### src/rtl/dmem_arbiter_pkg.sv
// Shared encodings for the data-RAM arbiter: access sizes, RAM write sizes,
// port ids and FSM states.
package dmem_arbiter_pkg;

  localparam logic [1:0] SZ_B = 2'd0;
  localparam logic [1:0] SZ_H = 2'd1;
  localparam logic [1:0] SZ_W = 2'd2;

  localparam logic [2:0] WS_NONE = 3'd0;
  localparam logic [2:0] WS_B    = 3'd1;
  localparam logic [2:0] WS_H    = 3'd2;
  localparam logic [2:0] WS_W    = 3'd4;

  localparam logic PORT_CORE = 1'b0;
  localparam logic PORT_DBG  = 1'b1;

  typedef enum logic [1:0] {
    StIdle   = 2'd0,
    StAccess = 2'd1,
    StResp   = 2'd2
  } state_e;

  function automatic logic [2:0] size_to_wsize(input logic [1:0] size);
    case (size)
      SZ_B:    size_to_wsize = WS_B;
      SZ_H:    size_to_wsize = WS_H;
      SZ_W:    size_to_wsize = WS_W;
      default: size_to_wsize = WS_NONE;
    endcase
  endfunction

  // Illegal size counts as misaligned so one test covers both.
  function automatic logic misaligned(input logic [1:0] size, input logic [1:0] lsb);
    case (size)
      SZ_B:    misaligned = 1'b0;
      SZ_H:    misaligned = lsb[0];
      SZ_W:    misaligned = |lsb;
      default: misaligned = 1'b1;
    endcase
  endfunction

endpackage

### src/rtl/dmem_rr_arb.sv
// Two-way round-robin grant: a lone requester wins, on contention the port
// that did not win last time wins.
module dmem_rr_arb
  import dmem_arbiter_pkg::*;
(
  input  logic [1:0] valid_i,
  input  logic       rr_last_i,
  output logic [1:0] gnt_o
);

  always_comb begin
    gnt_o = 2'b00;
    case (valid_i)
      2'b01:   gnt_o = 2'b01;
      2'b10:   gnt_o = 2'b10;
      2'b11:   gnt_o = (rr_last_i == PORT_CORE) ? 2'b10 : 2'b01;
      default: gnt_o = 2'b00;
    endcase
  end

endmodule

### src/rtl/dmem_arbiter.sv
// Core/debug arbiter and sequencer for the single-ported data RAM: one
// transaction at a time, strobe one cycle after accept, response one after that.
module dmem_arbiter
  import dmem_arbiter_pkg::*;
#(
  parameter int unsigned     XLEN      = 32,
  parameter logic [XLEN-1:0] MEM_BASE  = 32'h0001_0000,
  parameter int unsigned     MEM_DEPTH = 1024
) (
  input  logic            clk,
  input  logic            rst,
  input  logic [1:0]      req_valid,
  output logic [1:0]      req_ready,
  input  logic [1:0]      req_we,
  input  logic [XLEN-1:0] req_addr0,
  input  logic [XLEN-1:0] req_addr1,
  input  logic [XLEN-1:0] req_wdata0,
  input  logic [XLEN-1:0] req_wdata1,
  input  logic [1:0]      req_size0,
  input  logic [1:0]      req_size1,
  output logic [1:0]      resp_valid,
  output logic            resp_err,
  output logic [XLEN-1:0] resp_rdata,
  output logic            busy,
  output logic            ram_read_flag,
  output logic            ram_write_flag,
  output logic [XLEN-1:0] ram_addr,
  output logic [XLEN-1:0] ram_wdata,
  output logic [2:0]      ram_wsize,
  input  logic [XLEN-1:0] ram_rdata
);

  localparam logic [XLEN:0] MemLo = {1'b0, MEM_BASE};
  localparam logic [XLEN:0] MemHi = MemLo + (XLEN+1)'(4 * MEM_DEPTH);

  state_e          state_q, state_d;
  logic            rr_last_q;
  logic            cmd_port_q;
  logic            cmd_we_q;
  logic            cmd_err_q;
  logic [1:0]      cmd_size_q;
  logic [XLEN-1:0] cmd_addr_q;
  logic [XLEN-1:0] cmd_wdata_q;

  logic [1:0]      gnt;
  logic            accept;
  logic            win_port;
  logic            win_we;
  logic [1:0]      win_size;
  logic [XLEN-1:0] win_addr;
  logic [XLEN-1:0] win_wdata;
  logic [XLEN:0]   win_addr_ext;
  logic            win_err;

  dmem_rr_arb u_rr_arb (
    .valid_i   (req_valid),
    .rr_last_i (rr_last_q),
    .gnt_o     (gnt)
  );

  assign accept       = rst && (state_q == StIdle) && (|gnt);
  assign win_port     = gnt[1] ? PORT_DBG : PORT_CORE;
  assign win_we       = req_we[win_port];
  assign win_addr     = win_port ? req_addr1  : req_addr0;
  assign win_wdata    = win_port ? req_wdata1 : req_wdata0;
  assign win_size     = win_port ? req_size1  : req_size0;
  assign win_addr_ext = {1'b0, win_addr};
  assign win_err      = misaligned(win_size, win_addr[1:0]) ||
                        (win_addr_ext < MemLo) || (win_addr_ext >= MemHi);

  always_ff @(posedge clk or negedge rst) begin
    if (!rst) begin
      state_q     <= StIdle;
      rr_last_q   <= PORT_DBG;
      cmd_port_q  <= PORT_CORE;
      cmd_we_q    <= 1'b0;
      cmd_err_q   <= 1'b0;
      cmd_size_q  <= SZ_B;
      cmd_addr_q  <= '0;
      cmd_wdata_q <= '0;
    end else begin
      state_q <= state_d;
      if (accept) begin
        rr_last_q   <= win_port;
        cmd_port_q  <= win_port;
        cmd_we_q    <= win_we;
        cmd_err_q   <= win_err;
        cmd_size_q  <= win_size;
        cmd_addr_q  <= win_addr;
        cmd_wdata_q <= win_wdata;
      end
    end
  end

  always_comb begin
    state_d        = state_q;
    req_ready      = 2'b00;
    busy           = 1'b0;
    ram_read_flag  = 1'b0;
    ram_write_flag = 1'b0;
    ram_addr       = '0;
    ram_wdata      = '0;
    ram_wsize      = WS_NONE;
    resp_valid     = 2'b00;
    resp_err       = 1'b0;
    resp_rdata     = '0;
    unique case (state_q)
      StIdle: begin
        req_ready = rst ? gnt : 2'b00;
        if (accept) state_d = StAccess;
      end
      StAccess: begin
        // Failing commands still spend this cycle here so response latency is fixed.
        busy    = 1'b1;
        state_d = StResp;
        if (!cmd_err_q) begin
          ram_addr = cmd_addr_q;
          if (cmd_we_q) begin
            ram_write_flag = 1'b1;
            ram_wdata      = cmd_wdata_q;
            ram_wsize      = size_to_wsize(cmd_size_q);
          end else begin
            ram_read_flag = 1'b1;
          end
        end
      end
      StResp: begin
        busy                   = 1'b1;
        resp_valid[cmd_port_q] = 1'b1;
        resp_err               = cmd_err_q;
        if (!cmd_we_q && !cmd_err_q) resp_rdata = ram_rdata;
        state_d = StIdle;
      end
      default: state_d = StIdle;
    endcase
  end

endmodule

### config.mk
export PLATFORM = sky130hd
export DESIGN_NAME = dmem_arbiter
export DESIGN_NICKNAME = d
export VERILOG_FILES = /design/src/rtl/dmem_arbiter_pkg.sv /design/src/rtl/dmem_rr_arb.sv /design/src/rtl/dmem_arbiter.sv
export SDC_FILE = /design/constraint.sdc
export NUM_CORES = 1
export LEC_CHECK = 0
export BUFFER_PORTS_ARGS = -buffer_cell sky130_fd_sc_hd__buf_4
export CAP_MARGIN = 15
export CORE_ASPECT_RATIO = 0.5
export CORE_UTILIZATION = 35
export CTS_BUF_LIST = sky130_fd_sc_hd__clkbuf_8
export DETAILED_ROUTE_END_ITERATION = 8
export GPL_TIMING_DRIVEN = 0
export MAX_ROUTING_LAYER = met4
export PLACE_DENSITY = 0.73
export REMOVE_ABC_BUFFERS = 1
export SLEW_MARGIN = 15
export SYNTH_ARGS = -nofsm -noshare
export SYNTH_HDL_FRONTEND = slang
export SYNTH_SLANG_ARGS = --single-unit
### constraint.sdc
create_clock -name clk -period 2.1 [get_ports clk]
set_clock_uncertainty 0.1 [all_clocks]
set_input_delay 0.315 -clock clk [delete_from_list [all_inputs] [get_ports clk]]
set_output_delay 0.315 -clock clk [all_outputs]
set_load 0.01 [all_outputs]
Word level (Yosys, flattened, before mapping)
Index checks and enable logic that the tools add are counted.

Bits of input ports: 170. Register bits after elaboration: 72. Logic and storage cells: 72. Output and inout port bits: 107.

Multiplexer cells: 35. Order comparisons: 5. Reduce and logical (&&, ||, !) cells: 14. Eq/ne operators: 10.

Operators by type and width (number): $mux 32 (9); $ge 32x17->1 const B (1); $lt 32x17->1 const B (1); $mux 1 (12); $mux 2 (6); $eq 2x2->1 const B (5); $mux 3 (3); $pmux 3 s3 (1); $eq 2x1->1 const B (4); $logic_not 2->1 (3); $pmux 2 s3 (1); $reduce_or 2->1 (3); $logic_and 1x1->1 (4); $lt 1x2->1 const B (2); $pmux 2 s2 (1); $pmux 1 s3 (1); $logic_not 1->1 (2); $logic_or 1x1->1 (2); $ne 2x2->1 const B (1); $demux 1 s1 (1); $ge 1x1->1 const B (1).

Longest topological paths before layout
Gate-level depths: netlist of the first run.

Depth in word-level cells: 8. Mapped depth: 8. Depth with buffers taken out: 6.

Hierarchy
A second synthesis of the first run with hierarchy kept.

Cells, all modules: 466. Area, all modules: 4189.0 µm².

Modules (own cells, without submodules): dmem_arbiter (seq. area each 1803.0 µm², area an instance 4170.2 µm², times used 1, cells each 463); dmem_rr_arb (seq. area each 0.0 µm², area an instance 18.8 µm², times used 1, cells each 3).

Worst setup path before layout of the first run
OpenSTA, ideal clock, no wires.

Kind: register to output. Start point: reg state_q[1]. End point: out ram_wsize[1]. Path buffers: 1. Path slack: 0.212 ns. Arrival: 1.473 ns. Cell stages (with the launch flop): 7. Required time: 1.685 ns. Cell sequence: dfrtp_1 > inv_1 > ha_1 > nor2b_1 > clkbuf_1 > nand2_1 > nor3b_1.

Word-level cells in the longest chain between the ends: 2.

Ends and longest elaborated chain: from (decl) (line dmem_arbiter.sv:36) `state_e state_q, state_d;`; from (signal assigned) (line dmem_arbiter.sv:73) `state_q <= StIdle;`; from (signal assigned) (line dmem_arbiter.sv:82) `state_q <= state_d;`; $eq 2x1->1 (line dmem_arbiter.sv:107) `unique case (state_q)`; $mux 3 (line dmem_arbiter.sv:107); to (decl) (line dmem_arbiter.sv:29) `output logic [2:0] ram_wsize,`.

Every way passes these cells.

Worst setup path in the final report of the first run
Start point: reg state_q[1]. End point: out ram_wdata[20].

Word-level cells in the longest chain between the ends: 2.

Ends and longest elaborated chain: $eq 2x1->1 (line dmem_arbiter.sv:107); $mux 32 (line dmem_arbiter.sv:107); to (decl) (line dmem_arbiter.sv:28) `output logic [XLEN-1:0] ram_wdata,`.

Every way passes these cells.

==> results of run 1 <==
[sequential cells by signal (all words and copies together), names as in the netlist]
| name | cells |
|---|---|
| cmd_addr_q | 32 |
| cmd_err_q | 1 |
| cmd_port_q | 1 |
| cmd_size_q | 2 |
| cmd_wdata_q | 32 |
| cmd_we_q | 1 |
| rr_last_q | 1 |
| state_q | 2 |
[path summary, 6_finish.rpt]
kind / endpoint / slack, ns / cells after the start
worst min-delay path: cmd_addr_q[19] / -0.09 / 1
worst max register to register: cmd_wdata_q[3] / 0.02 / 9
worst min register to register: cmd_addr_q[24] / 0.37 / 2
min in group clk: cmd_wdata_q[5] / 0.16 / 3
worst max-delay path: ram_wdata[20] / -0.11 / 7
max in group asynchronous: cmd_we_q / 1.47 / 1
[repair_timing]
item                       CTS  global route
hold endpoints to repair    71            71
pin swaps                    3            48
cloned                       5             8
setup buffers               10            12
setup endpoints to repair  153           113
resized for setup           13           155
[metrics by stage]
step                hold WS (ns)  util, %
floorplan               -0.08059        -
global placement          0.3528    55.12
detailed placement        0.3620    57.20
CTS                     -0.07749    60.70
global route            -0.04767    67.41
finish                  -0.08513    67.41
[final cells by class]
type                            count  area [µm²]
Sequential cell                    72        1807
Timing Repair Buffer              322        2920
Inverter                            4       15.01
Clock inverter                      4       15.01
Fill cell                         893        3622
Tap cell                          145       181.4
Clock buffer                       11       151.4
Multi-Input combinational cell    349        2402
[cell families (layout without fill, tap and decap cells)]
kind of cell / after synthesis / in the layout / synth area share [%]
muxes: 33 / 33 / 8.166
AOI/OAI and AO/OA: 114 / 115 / 15.90
adders and majority gates: 3 / 3 / 0.9280
buffers and inverters: 43 / 341 / 4.639
DFF: 72 / 72 / 44.57
and+or+nand+nor: 196 / 198 / 25.80
[where the power goes]
part	total (mW)	switching [mW]	internal [mW]
clock	0.947	0.476	0.471
combinational	2.04	1.06	0.975
sequential	2.42	0.381	2.04
total	5.40	1.92	3.48
[routing by layer]
metal  up-vias  routed length (µm)  share of wire [%]
met2       112                8428                 51
met3        14                 472                2.9
met5         -                   0                  0
met4         0                 176                1.1
met1      2233                7325                 45
li1       2217                   -                  -
[placed cells by master (no fill, tap or decap), drive strengths merged, types with 4 or more instances in the layout]
cell type | netlist | final
inv | 4 | 8
o21ai | 69 | 69
nor3b | 4 | 4
nor2b | 4 | 6
and2 | 66 | 66
mux2i | 33 | 33
nor4 | 8 | 8
o22ai | 33 | 33
and3 | 34 | 34
buf | 14 | 317
clkbuf | 25 | 16
dfrtp | 71 | 71
nand2 | 72 | 72
==> results.md, run 1 <==
* Status: finished with violations
* Violations in the final reports: negative hold slack, negative setup slack
* Detailed-placement wirelength estimate at 10630 µm
* Place WS at -0.8350 ns
* Total power per unit cell area at 721.1 nW/µm²
* Remaining Overflow, GRT at 0
* Ranking of synthesized cells by instance count: 72 x sky130_fd_sc_hd__nand2_1, 71 x sky130_fd_sc_hd__dfrtp_1, 68 x sky130_fd_sc_hd__o21ai_0, 66 x sky130_fd_sc_hd__and2_1, 34 x sky130_fd_sc_hd__and3_1
* Worst setup SP type: flip-flop
* Number of nets with antenna violations after routing at 0
* Number of flops mapped to enable cells by yosys at 0
* Final weighted congestion in routability-driven placement at 0.8052
* Clock period minus final worst setup slack at 2.209 ns
* Synthesized flop and latch total at 72
* Cell area after placement at 6357 µm²
* Final Non-Filler Cells at 907
* X dimension of the die at 154.0 µm
* Starting density of the core at 36.40%
* Post-detailed-route wirelength per cell at 18.08 µm
* Growth of design area from synthesis to finish at 85.22%
* Crit path kind: flip-flop to output pin
* Count of nets after finishing at 931
* Buffering stage count on the worst path with inverters included at 4
* Maximum level of the CTS H-tree at 3
* Max capacitance violation total at 0
* Peak clock frequency supported by timing at 0.4527 GHz
* Most frequently used flop master after synthesis: sky130_fd_sc_hd__dfrtp_1
* Kind of cell adding the most delay to the critical path: buffers and inverters
* GRT met3 Usage at 3.534%
* Total inserted antenna cells at 0
* DRC violation total after the first TritonRoute iteration at 325
* Cell types with the largest area share after synthesis: sky130_fd_sc_hd__dfrtp_1 44%, sky130_fd_sc_hd__and2_1 10%, sky130_fd_sc_hd__o21ai_0 8.4%
* RSZ-0062 raised after global routing: true
* Library cell used as clock root buffer: sky130_fd_sc_hd__clkbuf_8
* Number of buffers added by the clock tree synthesis step at 9
* Library cell contributing the largest single delay on the critical path: sky130_fd_sc_hd__dfrtp_1
* Total number of placement rows at 27
* Clock transition at the registers of the reported paths at 0.07 ns
* DIE AREA at 12020 µm²
* Launching point of the worst reg2reg path: state_q[0]
* Num Clock Sinks at 72
* Post-synthesis instance total at 461
* Warning count from the yosys run at 0
* Post-layout power at 5.403 mW
* Count of different cell masters after synthesis at 31
* Number of vias per cell at 5.045
* CTS tree: built
* Area of the core at 11110 µm²
* Area of the mapped netlist at 4045 µm²
* Post-route standard cell area excluding fillers at 7492 µm²
* Async S/R FF share, synth at 100.0%
* Met1 usage in global routing at 33.16%
* Critical path required time at 1.68 ns
* Top cell type's share of synthesized area at 43.92%
* Clk_lat worst skew at 0.33 ns
* Smallest hold slack at -0.08513 ns
* Chain of cells forming the critical path: inv_2 > ha_4 > nor2b_4 > buf_12 > clkbuf_16 > and3_1 > buf_4
* Slew Viols, Final at 0
* GRT Util Overall at 24.81%
* Initial antenna violation count at 0
* Fin worst setup slack at -0.1091 ns
* Number of hold violations in the final report at 71
* Most congested layer reported by global routing: met2
* Headroom to the max-slew limit at 54.01%
* First-pass GRT wire length at 22370 µm
* Pre-antenna DRT Iters at 4
* Max clock buf depth at 2
* IO Count at 277
* Setup TNS at -4.634 ns
* Global Route met2 Usage at 40.23%
* Worst VDD drop at 0.3398 mV
* Proportion of synthesized chip area in sequential cells at 44.57%
* Vertical die dimension at 78.02 µm
* Maximum cell stage delay along the critical path at 0.39 ns
* Vias after detailed routing at 4576
* Port buffer count at 276
* Launch point of the worst path: state_q[1]
* Maximum number of pins on one net before global-route repair at 77
* Total Wirelength at 16400 µm
* Mean post-synth cell area at 8.775 µm²
* DRC viols at 0
* Leak at 3.798 nW
* Share of cells above drive strength 1 at 54.33%
* Number of global-route vias before repair at 4208
* Most frequent cell after synthesis: sky130_fd_sc_hd__nand2_1
* Element type at the critical path end: output pin
* Arrival time of the worst setup path at 1.79 ns
* Final cycle utilization of the critical path at 105.2%
* Hold Path Class: input port to asynchronous set/reset pin
* Final count of negative-setup-slack endpoints at 79
* Maximum fanout encountered on the critical timing path at 6
* Actual slew at the worst max-slew pin at 0.6899 ns
* Most area-hungry cell type in the Yosys netlist: sky130_fd_sc_hd__dfrtp_1
* Placed Cells incl. Taps at 859
No activity file was read; power rests on OpenSTA's default activity.
==> inputs of run 2 (changes only) <==
clock period = 2.4 ns   (was 2.1 ns; I/O delays follow)
==> run 2 against run 1 <==
Net effect: the flow finishes with violations (negative hold slack); sequential share of layout area is 2.7 points higher; routed wire length shrank 11%; non-clock buffer count down 19; clock power is 13% lower; register-to-register slack better by 0.16 ns; worst hold slack improved by 0.026 ns; global-route usage down 0.20 points.
==> results.md, run 2 (synthesis gave the netlist of run 1 again) <==
* Status: finished with violations
* Violations in the final reports: negative hold slack
* Peak clock frequency supported by timing at 0.4323 GHz
* Max clock buf depth at 2
* Actual slew at the worst max-slew pin at 0.9782 ns
* Final count of negative-setup-slack endpoints at 0
* Num Clock Sinks at 72
* Pre-antenna DRT Iters at 5
* Growth of design area from synthesis to finish at 66.59%
* Leak at 3.586 nW
* Regs by FF count: cmd_addr_q (32), cmd_wdata_q (32)
* Psw at 1.533 mW
* RSZ-0062 raised after global routing: false
* Fin worst setup slack at 0.08654 ns
* X dimension of the die at 154.0 µm
* Area of the core at 11110 µm²
* Cell area after placement at 6357 µm²
* Number of buffers added by the clock tree synthesis step at 9
* Clock transition at the registers of the reported paths at 0.07 ns
* Placed Cells incl. Taps at 859
* CTS tree: built
* Final weighted congestion in routability-driven placement at 0.8052
* Port buffer count at 276
* DIE AREA at 12020 µm²
* Clock period minus final worst setup slack at 2.313 ns
* Vertical die dimension at 78.02 µm
* Library cell contributing the largest single delay on the critical path: sky130_fd_sc_hd__dfrtp_1
* Number of hold violations in the final report at 71
* Library cell used as clock root buffer: sky130_fd_sc_hd__clkbuf_8
* Hold Path Class: input port to asynchronous set/reset pin
* Leading cell type in the layout, fill and taps excluded: sky130_fd_sc_hd__buf_4
* Crit path kind: flip-flop to output pin
* Initial antenna violation count at 0
* DRC violation total after the first TritonRoute iteration at 248
* Chain of cells forming the critical path: inv_2 > ha_4 > nor2b_4 > bufbuf_16 > and3_1 > buf_4
* Internal power component at 2.942 mW
* Total Wirelength at 14530 µm
* Smallest hold slack at -0.05884 ns
* Slew Viols, Final at 0
* Critical path required time at 1.94 ns
* Place WS at -0.5800 ns
* GRT Util Overall at 24.60%
* IO Count at 277
* Element type at the critical path end: output pin
* DRC viols at 0
* Maximum level of the CTS H-tree at 3
* Vias after detailed routing at 4337
* Final Non-Filler Cells at 887
* Number of global-route vias before repair at 4188
* Count of nets after finishing at 911
* Most frequent cells in the layout: 292 x sky130_fd_sc_hd__buf_4, 71 x sky130_fd_sc_hd__nand2_1, 70 x sky130_fd_sc_hd__dfrtp_1
* Worst setup SP type: flip-flop
* Final cycle utilization of the critical path at 96.39%
* Worst VDD drop at 0.3152 mV
* First-pass GRT wire length at 22180 µm
* Fill cell instance count of the final layout at 1004
* Share of cells above drive strength 1 at 44.47%
* Headroom to the max-slew limit at 34.40%
* Setup TNS at 0 ns
* Maximum number of pins on one net before global-route repair at 77
* Clk pwr share at 18.4%
* Total number of placement rows at 27
* Maximum cell stage delay along the critical path at 0.43 ns
* Total inserted antenna cells at 0
* Post-route standard cell area excluding fillers at 6739 µm²
* Power share of the combinational group at 34.2%
* Number of nets with antenna violations after routing at 0
* Net switching share of the total power at 34.25%
* Max capacitance violation total at 0
* Remaining Overflow, GRT at 0
* Sequential cell fraction of total power at 47.4%
* Starting density of the core at 36.40%
* Detailed-placement wirelength estimate at 10630 µm
* Clk_lat worst skew at 0.33 ns
* Post-detailed-route wirelength per cell at 16.38 µm
* Number of vias per cell at 4.890
* Arrival time of the worst setup path at 1.85 ns
* Maximum fanout encountered on the critical timing path at 21
* Total power per unit cell area at 664.0 nW/µm²
## run 2: cell types whose count changed in the layout (fill, tap and decap cells not counted), moves of 17 or more
cell                     change
sky130_fd_sc_hd__buf_4      +58
sky130_fd_sc_hd__and2_1     +44
sky130_fd_sc_hd__and3_1     +17
sky130_fd_sc_hd__buf_6      -69
sky130_fd_sc_hd__and3_4     -17
sky130_fd_sc_hd__and2_4     -44
## run 2: repair_timing
item | CTS | global route
resized for setup | 7 | 10
cloned | 5 | 0
endpoints found under the setup margin | 85 | 35
pin swaps | 2 | 2
setup buffers | 3 | 5
endpoints found under the hold margin | 71 | 60
## run 2: worst paths after layout
path | cells past startpoint | endpoint | start | slack (ns)
worst max-delay path | 6 | ram_wdata[29] | state_q[1] | 0.09
worst min-delay path | 1 | cmd_size_q[1] | rst | -0.06
worst max register to register | 7 | cmd_err_q | state_q[0] | 0.18
worst min register to register | 2 | cmd_addr_q[16] | cmd_addr_q[16] | 0.37
max in group asynchronous | 1 | cmd_we_q | rst | 1.79
min in group clk | 3 | cmd_wdata_q[8] | req_wdata0[8] | 0.21
## run 2: per-stage QoR
stage | util [%] | power, mW
5_1_grt | 60.63 | 4.834
3_3_place_gp | 55.12 | 3.516
3_5_place_dp | 57.20 | 3.602
2_1_floorplan | - | 2.914
6_report | 60.63 | 4.475
4_1_cts | 59.96 | 4.471
## run 2: final cells by class
cell class,count,area (µm²),share of cell area [%]
multi-input cells,348,2155,31.97
flip-flops and latches,72,1807,26.81
well taps,145,181.4,2.692
clock inverters,4,15.01,0.2228
repair buffers,303,2415,35.83
inverters,4,15.01,0.2228
clock buffers,11,151.4,2.247
## run 2: power groups by stage
stage          Sequential (mW)  Clock (mW)  Combinational [mW]
4_1_cts                   2.11       0.850                1.51
3_3_place_gp              2.11           0                1.41
3_5_place_dp              2.13           0                1.48
5_1_grt                   2.20       0.904                1.73
6_report                  2.12       0.823                1.53
2_1_floorplan             2.02           0               0.896
## run 2: routing by layer
layer,wire length (µm),track usage (%),vias up
li1,-,-,2162
met1,6701,32.88,2065
met2,7140,39.41,92
met3,474,3.700,18
met4,216,6.300,0
met5,0,-,-
## run 2: worst max-delay path, delay by kind of cell, from the launching register on
kind | cells | cell delay (ns)
simple gates | 2 | 0.39
flops | 1 | 0.43
buf+inv | 3 | 0.56
fa+ha+maj | 1 | 0.14
==> inputs of run 3 (changes only) <==
clock period = 2.2 ns   (was 2.4 ns; I/O delays follow)
==> run 3 against run 2 <==
Net effect: the run ends with negative hold slack, negative setup slack left; non-clock buffer count is 14 higher; final cell count is 1.6% higher; highest routed layer unchanged; largest cell class unchanged; count of clock-buffer cells in the layout stayed put; combinational power is 20% higher; worst setup slack worse by 0.13 ns; critical endpoint is now resp_rdata[13]; critical path type unchanged.
==> results.md, run 3 (synthesis gave the netlist of run 1 again) <==
* First-pass GRT wire length at 22560 µm
* Regs by FF count: cmd_addr_q (32), cmd_wdata_q (32)
* Initial antenna violation count at 0
* Num Clock Sinks at 72
* Final count of negative-setup-slack endpoints at 17
* Most frequent cells in the layout: 264 x sky130_fd_sc_hd__buf_4, 71 x sky130_fd_sc_hd__nand2_1, 70 x sky130_fd_sc_hd__dfrtp_1
* GRT Util Overall at 25.06%
* Leak at 3.743 nW
* Element type at the critical path end: output pin
* Total number of placement rows at 27
* Arrival time of the worst setup path at 1.81 ns
* Max capacitance violation total at 0
* Setup TNS at -0.1510 ns
* Clock period minus final worst setup slack at 2.239 ns
* Detailed-placement wirelength estimate at 10630 µm
* Worst VDD drop at 0.3409 mV
* Total power per unit cell area at 702.0 nW/µm²
* Total Wirelength at 15720 µm
* Final weighted congestion in routability-driven placement at 0.8052
* Library cell contributing the largest single delay on the critical path: sky130_fd_sc_hd__dfrtp_1
* Maximum cell stage delay along the critical path at 0.43 ns
* Vias after detailed routing at 4508
* Buffering stage count on the worst path with inverters included at 4
* Psw at 1.754 mW
* DIE AREA at 12020 µm²
* Hold Path Class: input port to asynchronous set/reset pin
* Violations in the final reports: negative hold slack, negative setup slack
* Net switching share of the total power at 34.80%
* Status: finished with violations
* Total inserted antenna cells at 0
* Pre-antenna DRT Iters at 4
* RSZ-0062 raised after global routing: true
* Library cell used as clock root buffer: sky130_fd_sc_hd__clkbuf_8
* Share of cells above drive strength 1 at 50.26%
* Critical path required time at 1.77 ns
* Port buffer count at 276
* IO Count at 277
* Chain of cells forming the critical path: inv_2 > ha_4 > nor3b_4 > buf_12 > clkbuf_16 > and2_1 > buf_4
* Number of nets with antenna violations after routing at 0
* Final cycle utilization of the critical path at 101.8%
* Number of global-route vias before repair at 4243
* Maximum fanout encountered on the critical timing path at 8
* Kind of cell adding the most delay to the critical path: buffers and inverters
* Number of vias per cell at 5.003
* DRC viols at 0
* Peak clock frequency supported by timing at 0.4467 GHz
* Internal power component at 3.286 mW
* Leading cell type in the layout, fill and taps excluded: sky130_fd_sc_hd__buf_4
* Clock transition at the registers of the reported paths at 0.07 ns
* Crit path kind: flip-flop to output pin
* Post-detailed-route wirelength per cell at 17.44 µm
* Sequential cell fraction of total power at 45.9%
* Starting density of the core at 36.40%
* Place WS at -0.7500 ns
* Actual slew at the worst max-slew pin at 1.017 ns
* X dimension of the die at 154.0 µm
* Headroom to the max-slew limit at 31.82%
* Maximum number of pins on one net before global-route repair at 77
* Vertical die dimension at 78.02 µm
* Count of nets after finishing at 925
* Clk_lat worst skew at 0.33 ns
* Maximum level of the CTS H-tree at 3
* Remaining Overflow, GRT at 0
* Number of hold violations in the final report at 71
* CTS tree: built
* Max clock buf depth at 2
* Worst setup SP type: flip-flop
* Growth of design area from synthesis to finish at 77.48%
* Fin worst setup slack at -0.03876 ns
* Power share of the combinational group at 36.2%
* Area of the core at 11110 µm²
* Clk pwr share at 17.9%
* Smallest hold slack at -0.07790 ns
* DRC violation total after the first TritonRoute iteration at 243
* Number of buffers added by the clock tree synthesis step at 9
* Slew Viols, Final at 0
-- run 3: cell count changes in the layout (fill, tap and decap cells not counted), moves of 3 or more --
cell / previous run / this run
sky130_fd_sc_hd__buf_6: 3 / 39
sky130_fd_sc_hd__and2_1: 66 / 34
sky130_fd_sc_hd__clkbuf_16: 0 / 3
sky130_fd_sc_hd__buf_8: 0 / 3
sky130_fd_sc_hd__and2_4: 0 / 32
sky130_fd_sc_hd__buf_4: 292 / 264
-- run 3: stage by stage --
stage	instances	util (%)	area, µm²	total power, mW
4_1_cts	889	60.87	6765	4.987
2_1_floorplan	422	-	3872	3.179
3_5_place_dp	859	57.20	6357	3.930
6_report	901	64.60	7179	5.040
3_3_place_gp	843	55.12	6126	3.836
5_1_grt	901	64.60	7179	5.421
-- run 3: what timing repair did --
| item | in CTS | in global routing |
|---|---|---|
| cloned | 5 | 4 |
| setup endpoints to repair | 132 | 89 |
| hold endpoints to repair | 71 | 71 |
| buffers inserted | 11 | 9 |
| pin swaps | 3 | 32 |
| resized for setup | 20 | 75 |
-- run 3: worst register-to-register path, delay by kind of cell, from the launching register on --
family / cells / cell delay (ns)
AND/OR/NAND/NOR: 1 / 0.07
AO/OA/AOI/OAI: 2 / 0.23
adder cells (fa/ha/maj): 1 / 0.23
buffers and inverters: 6 / 0.93
flip-flops: 1 / 0.39
-- run 3: cell type report --
| type | instances | area (µm²) |
|---|---|---|
| Clock inverter | 4 | 15.01 |
| Sequential cell | 72 | 1807 |
| Tap cell | 145 | 181.4 |
| Inverter | 4 | 15.01 |
| Fill cell | 930 | 3935 |
| Timing Repair Buffer | 317 | 2744 |
| Multi-Input combinational cell | 348 | 2266 |
| Clock buffer | 11 | 151.4 |
-- run 3: final timing paths --
| check | startpoint | endpoint | slack [ns] | depth (start not counted) |
|---|---|---|---|---|
| worst max-delay path | state_q[0] | resp_rdata[13] | -0.04 | 7 |
| worst min-delay path | rst | cmd_size_q[1] | -0.08 | 1 |
| worst max register to register | state_q[1] | cmd_wdata_q[2] | 0.14 | 10 |
| worst min register to register | cmd_addr_q[16] | cmd_addr_q[16] | 0.37 | 2 |
| max in group asynchronous | rst | cmd_we_q | 1.56 | 1 |
| min in group clk | req_wdata0[8] | cmd_wdata_q[8] | 0.18 | 3 |
-- run 3: power groups by stage --
stage / logic (mW) / registers, mW / clock network (mW)
6_report: 1.83 / 2.31 / 0.902
5_1_grt: 2.04 / 2.39 / 0.993
4_1_cts: 1.78 / 2.28 / 0.928
3_5_place_dp: 1.61 / 2.32 / 0
3_3_place_gp: 1.54 / 2.30 / 0
2_1_floorplan: 0.978 / 2.20 / 0
-- run 3: per-layer routing --
metal  vias to the layer above  share of wire (%)  track usage (%)
met3                        18                2.6            3.700
met1                      2195                 45            33.26
met5                         -                  0                -
met2                        95                 51            40.55
met4                         0                1.5            6.300
li1                       2200                  -                -
